--- src/rtl/alu_control_if.sv ---
// alu_control_if: decode request (ALUOp/FuncCode) and registered ALU select response
interface alu_control_if #(
   parameter int CTL_W  = 4,
   parameter int FUNC_W = 6
) ();
   logic              in_valid;
   logic [1:0]        ALUOp;
   logic [FUNC_W-1:0] FuncCode;
   logic [CTL_W-1:0]  ALUctl;
   logic              out_valid;
   logic              illegal;
   modport master (output in_valid, ALUOp, FuncCode, input ALUctl, out_valid, illegal);
   modport slave  (input in_valid, ALUOp, FuncCode, output ALUctl, out_valid, illegal);
endinterface

--- src/rtl/alu_control.sv ---
// alu_control: decodes ALUOp and R-type funct into a registered 4-bit ALU select
module alu_control #(
   parameter int                 CTL_W    = 4,
   parameter int                 FUNC_W   = 6,
   parameter logic [CTL_W-1:0]   ILL_CODE = 4'b1111
) (
   input  logic          clk,
   input  logic          reset,
   alu_control_if.slave  bus
);
   logic [CTL_W-1:0]  fn_ctl, dec_ctl, ctl_d, ctl_q;
   logic [FUNC_W-1:0] fn;
   logic              fn_ill, ill_d, ill_q, vld_q;
   assign fn = bus.FuncCode;
   always_comb begin
      fn_ctl = ILL_CODE;
      fn_ill = 1'b1;
      case (fn)
         6'b100000, 6'b100001: begin fn_ctl = CTL_W'(4'b0010); fn_ill = 1'b0; end
         6'b100010, 6'b100011: begin fn_ctl = CTL_W'(4'b0110); fn_ill = 1'b0; end
         6'b100100:            begin fn_ctl = CTL_W'(4'b0000); fn_ill = 1'b0; end
         6'b100101:            begin fn_ctl = CTL_W'(4'b0001); fn_ill = 1'b0; end
         6'b100111:            begin fn_ctl = CTL_W'(4'b1100); fn_ill = 1'b0; end
         6'b101010:            begin fn_ctl = CTL_W'(4'b0111); fn_ill = 1'b0; end
         default: ;
      endcase
   end
   assign dec_ctl = bus.ALUOp == 2'b10 ? fn_ctl :
                    bus.ALUOp == 2'b01 ? CTL_W'(4'b0110) :
                    bus.ALUOp == 2'b11 ? CTL_W'(4'b0001) : CTL_W'(4'b0010);
   // Idle cycles keep the last select and illegal flag so the ALU input stays stable
   assign ctl_d = bus.in_valid ? dec_ctl : ctl_q;
   assign ill_d = bus.in_valid ? (bus.ALUOp == 2'b10 && fn_ill) : ill_q;
   always_ff @(posedge clk or posedge reset) begin
      if (reset) begin
         ctl_q <= '0;
         ill_q <= 1'b0;
         vld_q <= 1'b0;
      end else begin
         ctl_q <= ctl_d;
         ill_q <= ill_d;
         vld_q <= bus.in_valid;
      end
   end
   assign bus.ALUctl    = ctl_q;
   assign bus.illegal   = ill_q;
   assign bus.out_valid = vld_q;
endmodule

--- src/flat_wrapper.sv ---
// flat-port wrapper written by rule: the top's interface ports become plain ports
module alu_control_flat 
#(
   parameter int                 CTL_W    = 4,
   parameter int                 FUNC_W   = 6,
   parameter logic [CTL_W-1:0]   ILL_CODE = 4'b1111
)
  (clk, reset, bus_in_valid, bus_ALUOp, bus_FuncCode, bus_ALUctl, bus_out_valid, bus_illegal);
  alu_control_if #(.CTL_W(CTL_W), .FUNC_W(FUNC_W)) bus_i ();
  input  logic clk;
  input  logic reset;
  input wire logic [$bits(bus_i.in_valid)-1:0] bus_in_valid;
  input wire logic [$bits(bus_i.ALUOp)-1:0] bus_ALUOp;
  input wire logic [$bits(bus_i.FuncCode)-1:0] bus_FuncCode;
  output wire logic [$bits(bus_i.ALUctl)-1:0] bus_ALUctl;
  output wire logic [$bits(bus_i.out_valid)-1:0] bus_out_valid;
  output wire logic [$bits(bus_i.illegal)-1:0] bus_illegal;
  assign bus_i.in_valid = bus_in_valid;
  assign bus_i.ALUOp = bus_ALUOp;
  assign bus_i.FuncCode = bus_FuncCode;
  assign bus_ALUctl = bus_i.ALUctl;
  assign bus_out_valid = bus_i.out_valid;
  assign bus_illegal = bus_i.illegal;
  alu_control #(.CTL_W(CTL_W), .FUNC_W(FUNC_W), .ILL_CODE(ILL_CODE)) u_core (.clk(clk), .reset(reset), .bus(bus_i));
endmodule
--- config.mk ---
export PLATFORM = sky130hd
export DESIGN_NAME = alu_control_flat
export DESIGN_NICKNAME = d
export VERILOG_FILES = /design/src/rtl/alu_control_if.sv /design/src/rtl/alu_control.sv /design/src/flat_wrapper.sv
export SDC_FILE = /design/constraint.sdc
export NUM_CORES = 1
export LEC_CHECK = 0
export CORE_AREA = 4 4 41 43
export DETAILED_ROUTE_END_ITERATION = 6
export DIE_AREA = 0 0 45 47
export GPL_TIMING_DRIVEN = 0
export PLACE_DENSITY_LB_ADDON = 0.2
export SKIP_LAST_GASP = 1
export SLEW_MARGIN = 20
export SYNTH_ARGS = -nofsm -noshare
export SYNTH_HDL_FRONTEND = slang
export SYNTH_SLANG_ARGS = --single-unit
--- constraint.sdc ---
create_clock -name clk -period 0.8 [get_ports clk]
set_clock_uncertainty 0.2 [all_clocks]
set_input_delay 0.16 -clock clk [delete_from_list [all_inputs] [get_ports clk]]
set_output_delay 0.16 -clock clk [all_outputs]
set_load 0.01 [all_outputs]
* Word level (Yosys, flattened, before mapping)
Index checks and enable logic that the tools add are counted.
** Word-level totals
- Input port bits :: 11
- Output and inout bits :: 6
- Register bits :: 6
- Word-level logic and storage cells :: 23
** Operators by class
- Eq/ne operators :: 11
- Multiplexer cells :: 5
- Reduce and logical (&&, ||, !) cells :: 4
** Operators with widths (number)
- 6-bit equality test (second input constant) :: 8
- 4-bit case mux with 6 select lines :: 1
- 4-bit two-way mux :: 2
- 8-bit OR reduction :: 1
- 2-bit equality test (second input constant) :: 2
- 2-bit OR reduction :: 2
- 2-bit by 1-bit equality test with 1-bit output (second input constant) :: 1
- 2-bit two-way mux :: 1
- 1-bit logical AND :: 1
- 1-bit two-way mux :: 1

* Longest topological paths before layout
- Word-level depth :: 4
- Mapped depth :: 4
- Mapped depth without buffers :: 3

* Least setup slack after synthesis
OpenSTA, ideal clock, no wires.
- Kind :: input -> register
- Start point :: in bus_FuncCode[4]
- End point :: reg u_core.ctl_q[0], in the netlist u_core.bus.ALUctl[0]
- Path buffers :: 0
- Required time :: 0.510 ns
- Setup slack :: -0.305 ns
- Stages on the path :: 3
- Data arrival time :: 0.814 ns
- Library setup time :: 0.090 ns
- Path through :: nand2b_4 > or4_1 > o221ai_1
** On the way
- Word-level cells in the longest chain between the ends :: 4
- Elaborated cells between the ends (all ways) :: 12
** Ends and longest elaborated chain
- start: declaration :: line flat_wrapper.sv:14 : input wire logic [$bits(bus_i.FuncCode)-1:0] bus_FuncCode;
- 6-bit equality test :: line alu_control.sv:18 : case (fn)
- 2-bit OR reduction
- 4-bit case mux with 6 select lines (*) :: line alu_control.sv:18
- 4-bit two-way mux (*) :: line alu_control.sv:28 : assign dec_ctl = bus.ALUOp == 2'b10 ? fn_ctl :
- end signal: assignment :: line alu_control.sv:40 : ctl_q <= ctl_d;
- end: declaration :: line alu_control.sv:11 : logic [CTL_W-1:0] fn_ctl, dec_ctl, ctl_d, ctl_q;
Every way passes the cells marked *; elsewhere a longest branch is shown, timed or not.
A chain may end at the register's enable or synchronous reset.

* Worst setup path after layout
- Start point :: reg u_core.ctl_q[3], in the netlist u_core.bus.ALUctl[3]
- End point :: out bus_ALUctl[3]
** RTL lines
- end: declaration :: line flat_wrapper.sv:15 : output wire logic [$bits(bus_i.ALUctl)-1:0] bus_ALUctl;
No word-level cell between the ends.

==> reports/qor.csv <==
metric;value;unit
crit path launch;u_core.bus.ALUctl[3]$_DFFE_PP0P_;
post-synth top area share;45.8;%
Max Freq;0.895;GHz
Crit path max-delay family;flip-flops;
TritonCTS Buffers;3;
worst hold path class;in -> reg;
pwr dens;1450;nW/um^2
GP Congestion;0.745;
Worst R2R Start;u_core.bus.ALUctl[3]$_DFFE_PP0P_;
routed len/inst;12.1;microns
hold slack;-0.0776;ns
first-pass GRT wire length;1.55;mm
post-layout util;44.8;%
sw frac;25.8;%
LEAKAGE;0.000280;uW
drc violations;0;
die width;45;microns
Die Span Y;47;microns
via/cell ratio;4.73;
Slew Limit Fails;0;
sw power;218;uW
RSZ-0062 raised after global routing;true;
final setup fails;11;
Initial Util;25.2;%
Fillers;134;
Avg Cell Area, Syn;9.64;sq um
Sink Count;6;
Mapped Nets;45;
All-Layer GR Usage;10.5;%
Ys Warns;0;
Critical Path Start Type;flip-flop;
Max-cap violations;0;
worst-path maximum fanout;2;
Netlist cell types;18;
boundary pin count;17;
hold depth;2;
Seq/Total Area, Yosys;45.8;%
crit path capture;bus_ALUctl[3];
clock slew at reported path FFs;0.04;ns
final WL;909;microns
worst skew pair latency;0.24;ns
Seq pwr share;40.6;%
slew margin rel.;84.1;%
Row Count;13;
Clock Power Share;31.3;%
r2r setup slk;-0.23;ns
biggest cell delay along the critical path;0.38;ns
top cells by area, synth;dfrtp_1 (46%), nand2_1 (5.7%), a22oi_1 (4.6%), nand2b_4 (4.2%), a31oi_1 (3.8%);
outcome;finished, violations left;
Post-Syn Instances;34;
GRT overflow;0;
Critical Path Stages;1;
post-placement setup slack;-0.853;ns
share of cells above drive strength 1;60.0;%
leading area contributor after synthesis;dfrtp_1;
Crit Path Class;reg -> out;
DRT Pass-1 Iters;4;
crit-path cells;buf_2;
Yosys reg bits;6;
final worst path period need;1.12;ns
vias in the first global route;376;
buffers plus inverters on the worst setup path;1;
DR vias;355;
FF-to-FF End;u_core.bus.ALUctl[3]$_DFFE_PP0P_;
final worst-path cycle share;140;%
crit end category;primary output;
Nets;73;
CTS root buffer;clkbuf_4;
pin count of the biggest net entering global routing;8;
Cell Area, Synth;328;sq um
Int Pwr;627;uW
failing checks;negative hold slack, negative setup slack;
CTS Buffer Depth;2;
htree depth;1;
final hold vios;7;
placed cell count;65;
Post-DP HPWL;642;microns
WP data required;0.44;ns
Diodes inserted;0;
CTS tree;yes;
VDD IR max;0.589;mV
crit path DAT;0.76;ns
initial antenna violation count;0;
DIE AREA;2120;sq um
Area Growth Syn to Fin;77.9;%
worst reg-to-reg path cell count;4;
Logic pwr share;28.1;%
post-route worst setup slack;-0.317;ns
Worst Tran Pin Value;0.238;ns
post-route ant nets;0;
Final Power;845;uW
IO buf count;16;
Crit-path slowest cell;dfrtp_1;
post-route insts no fill;75;
initial DRC count;4;
Core ar.;1300;sq um
-- cell type report --
cell class                 count  area (sq um)  area share (%)
timing repair buffer          23           168            28.8
inverter                       3          11.3            1.93
sequential                     6           150            25.8
tap                           15          18.8            3.22
multi-input combinational     24           201            34.5
clock buffer                   3          22.5            3.86
buffer                         1          11.3            1.93
-- per-stage QoR --
stage | hold slack, ns | setup TNS, ns | area (sq um)
finish | -0.0776 | -2.70 | 583
global route | -0.0959 | -3.07 | 583
CTS | -0.0870 | -2.64 | 541
detailed placement | 0.190 | -6.45 | 507
global placement | 0.201 | -6.44 | 507
floorplan | -0.249 | -0.984 | 328
-- worst min path at each step --
| stage | end | start | slack [ns] |
|---|---|---|---|
| global route | u_core.bus.out_valid$_DFF_PP0_ | bus_in_valid | -0.1 |
| floorplan | u_core.bus.ALUctl[0]$_DFFE_PP0P_ | reset | -0.25 |
| detailed placement | u_core.bus.ALUctl[0]$_DFFE_PP0P_ | reset | 0.19 |
| CTS | u_core.bus.out_valid$_DFF_PP0_ | bus_in_valid | -0.09 |
| global placement | u_core.bus.illegal$_DFFE_PP0P_ | reset | 0.20 |
| finish | u_core.bus.out_valid$_DFF_PP0_ | bus_in_valid | -0.08 |
-- power by group through the flow --
stage          combinational [uW]  clock (uW)  sequential (uW)
6_report                      238         264              343
3_5_place_dp                  203           0              348
2_1_floorplan                64.0           0              359
3_3_place_gp                  203           0              346
4_1_cts                       207         271              342
5_1_grt                       260         311              345
-- cell families after synthesis --
| family | count (synthesis) | synth area share (%) |
|---|---|---|
| buffers and inverters | 4 | 6.87 |
| AOI/OAI and AO/OA | 8 | 18.3 |
| and+or+nand+nor | 16 | 29.0 |
| DFF | 6 | 45.8 |
-- sequential cells by signal (all words and copies together) (netlist names) --
signal	count
u_core.bus.ALUctl	4
u_core.bus.illegal	1
u_core.bus.out_valid	1
-- Yosys cell counts (all sizes together) --
cell type and instances:
a211oi 1, a22oi 2, a31oi 2, buf 1, dfrtp 6, inv 3, nand2 5, nand2b 3
nand3b 1, nand4 2, nor2 2, nor2b 1, nor4b 1, o221ai 1, o31a 1, o31ai 1
or4 1
-- per-layer routing --
layer,part of all wire (%),global-route usage (%)
met1,41,11.5
met3,7.5,3.45
met5,0,0
met4,2.1,7.02
met2,50,17.5
-- placed cells by master, fill, tap and decap left out, types with 2 or more instances in the layout --
master and count:
a31oi_1 2, buf_2 10, buf_4 5, buf_6 6, clkbuf_4 3, dfrtp_1 6
inv_1 2, nand2_1 3, nand2b_1 2, nand4_1 2
-- repair_timing --
item                                   in CTS  in global routing
endpoints found under the hold margin       7                  7
setup buffers                               6                  2
setup endpoints to repair                  11                 11
gates resized for setup                    61                 13
pin swaps                                   4                  4
(Power assumes the default switching activity.)
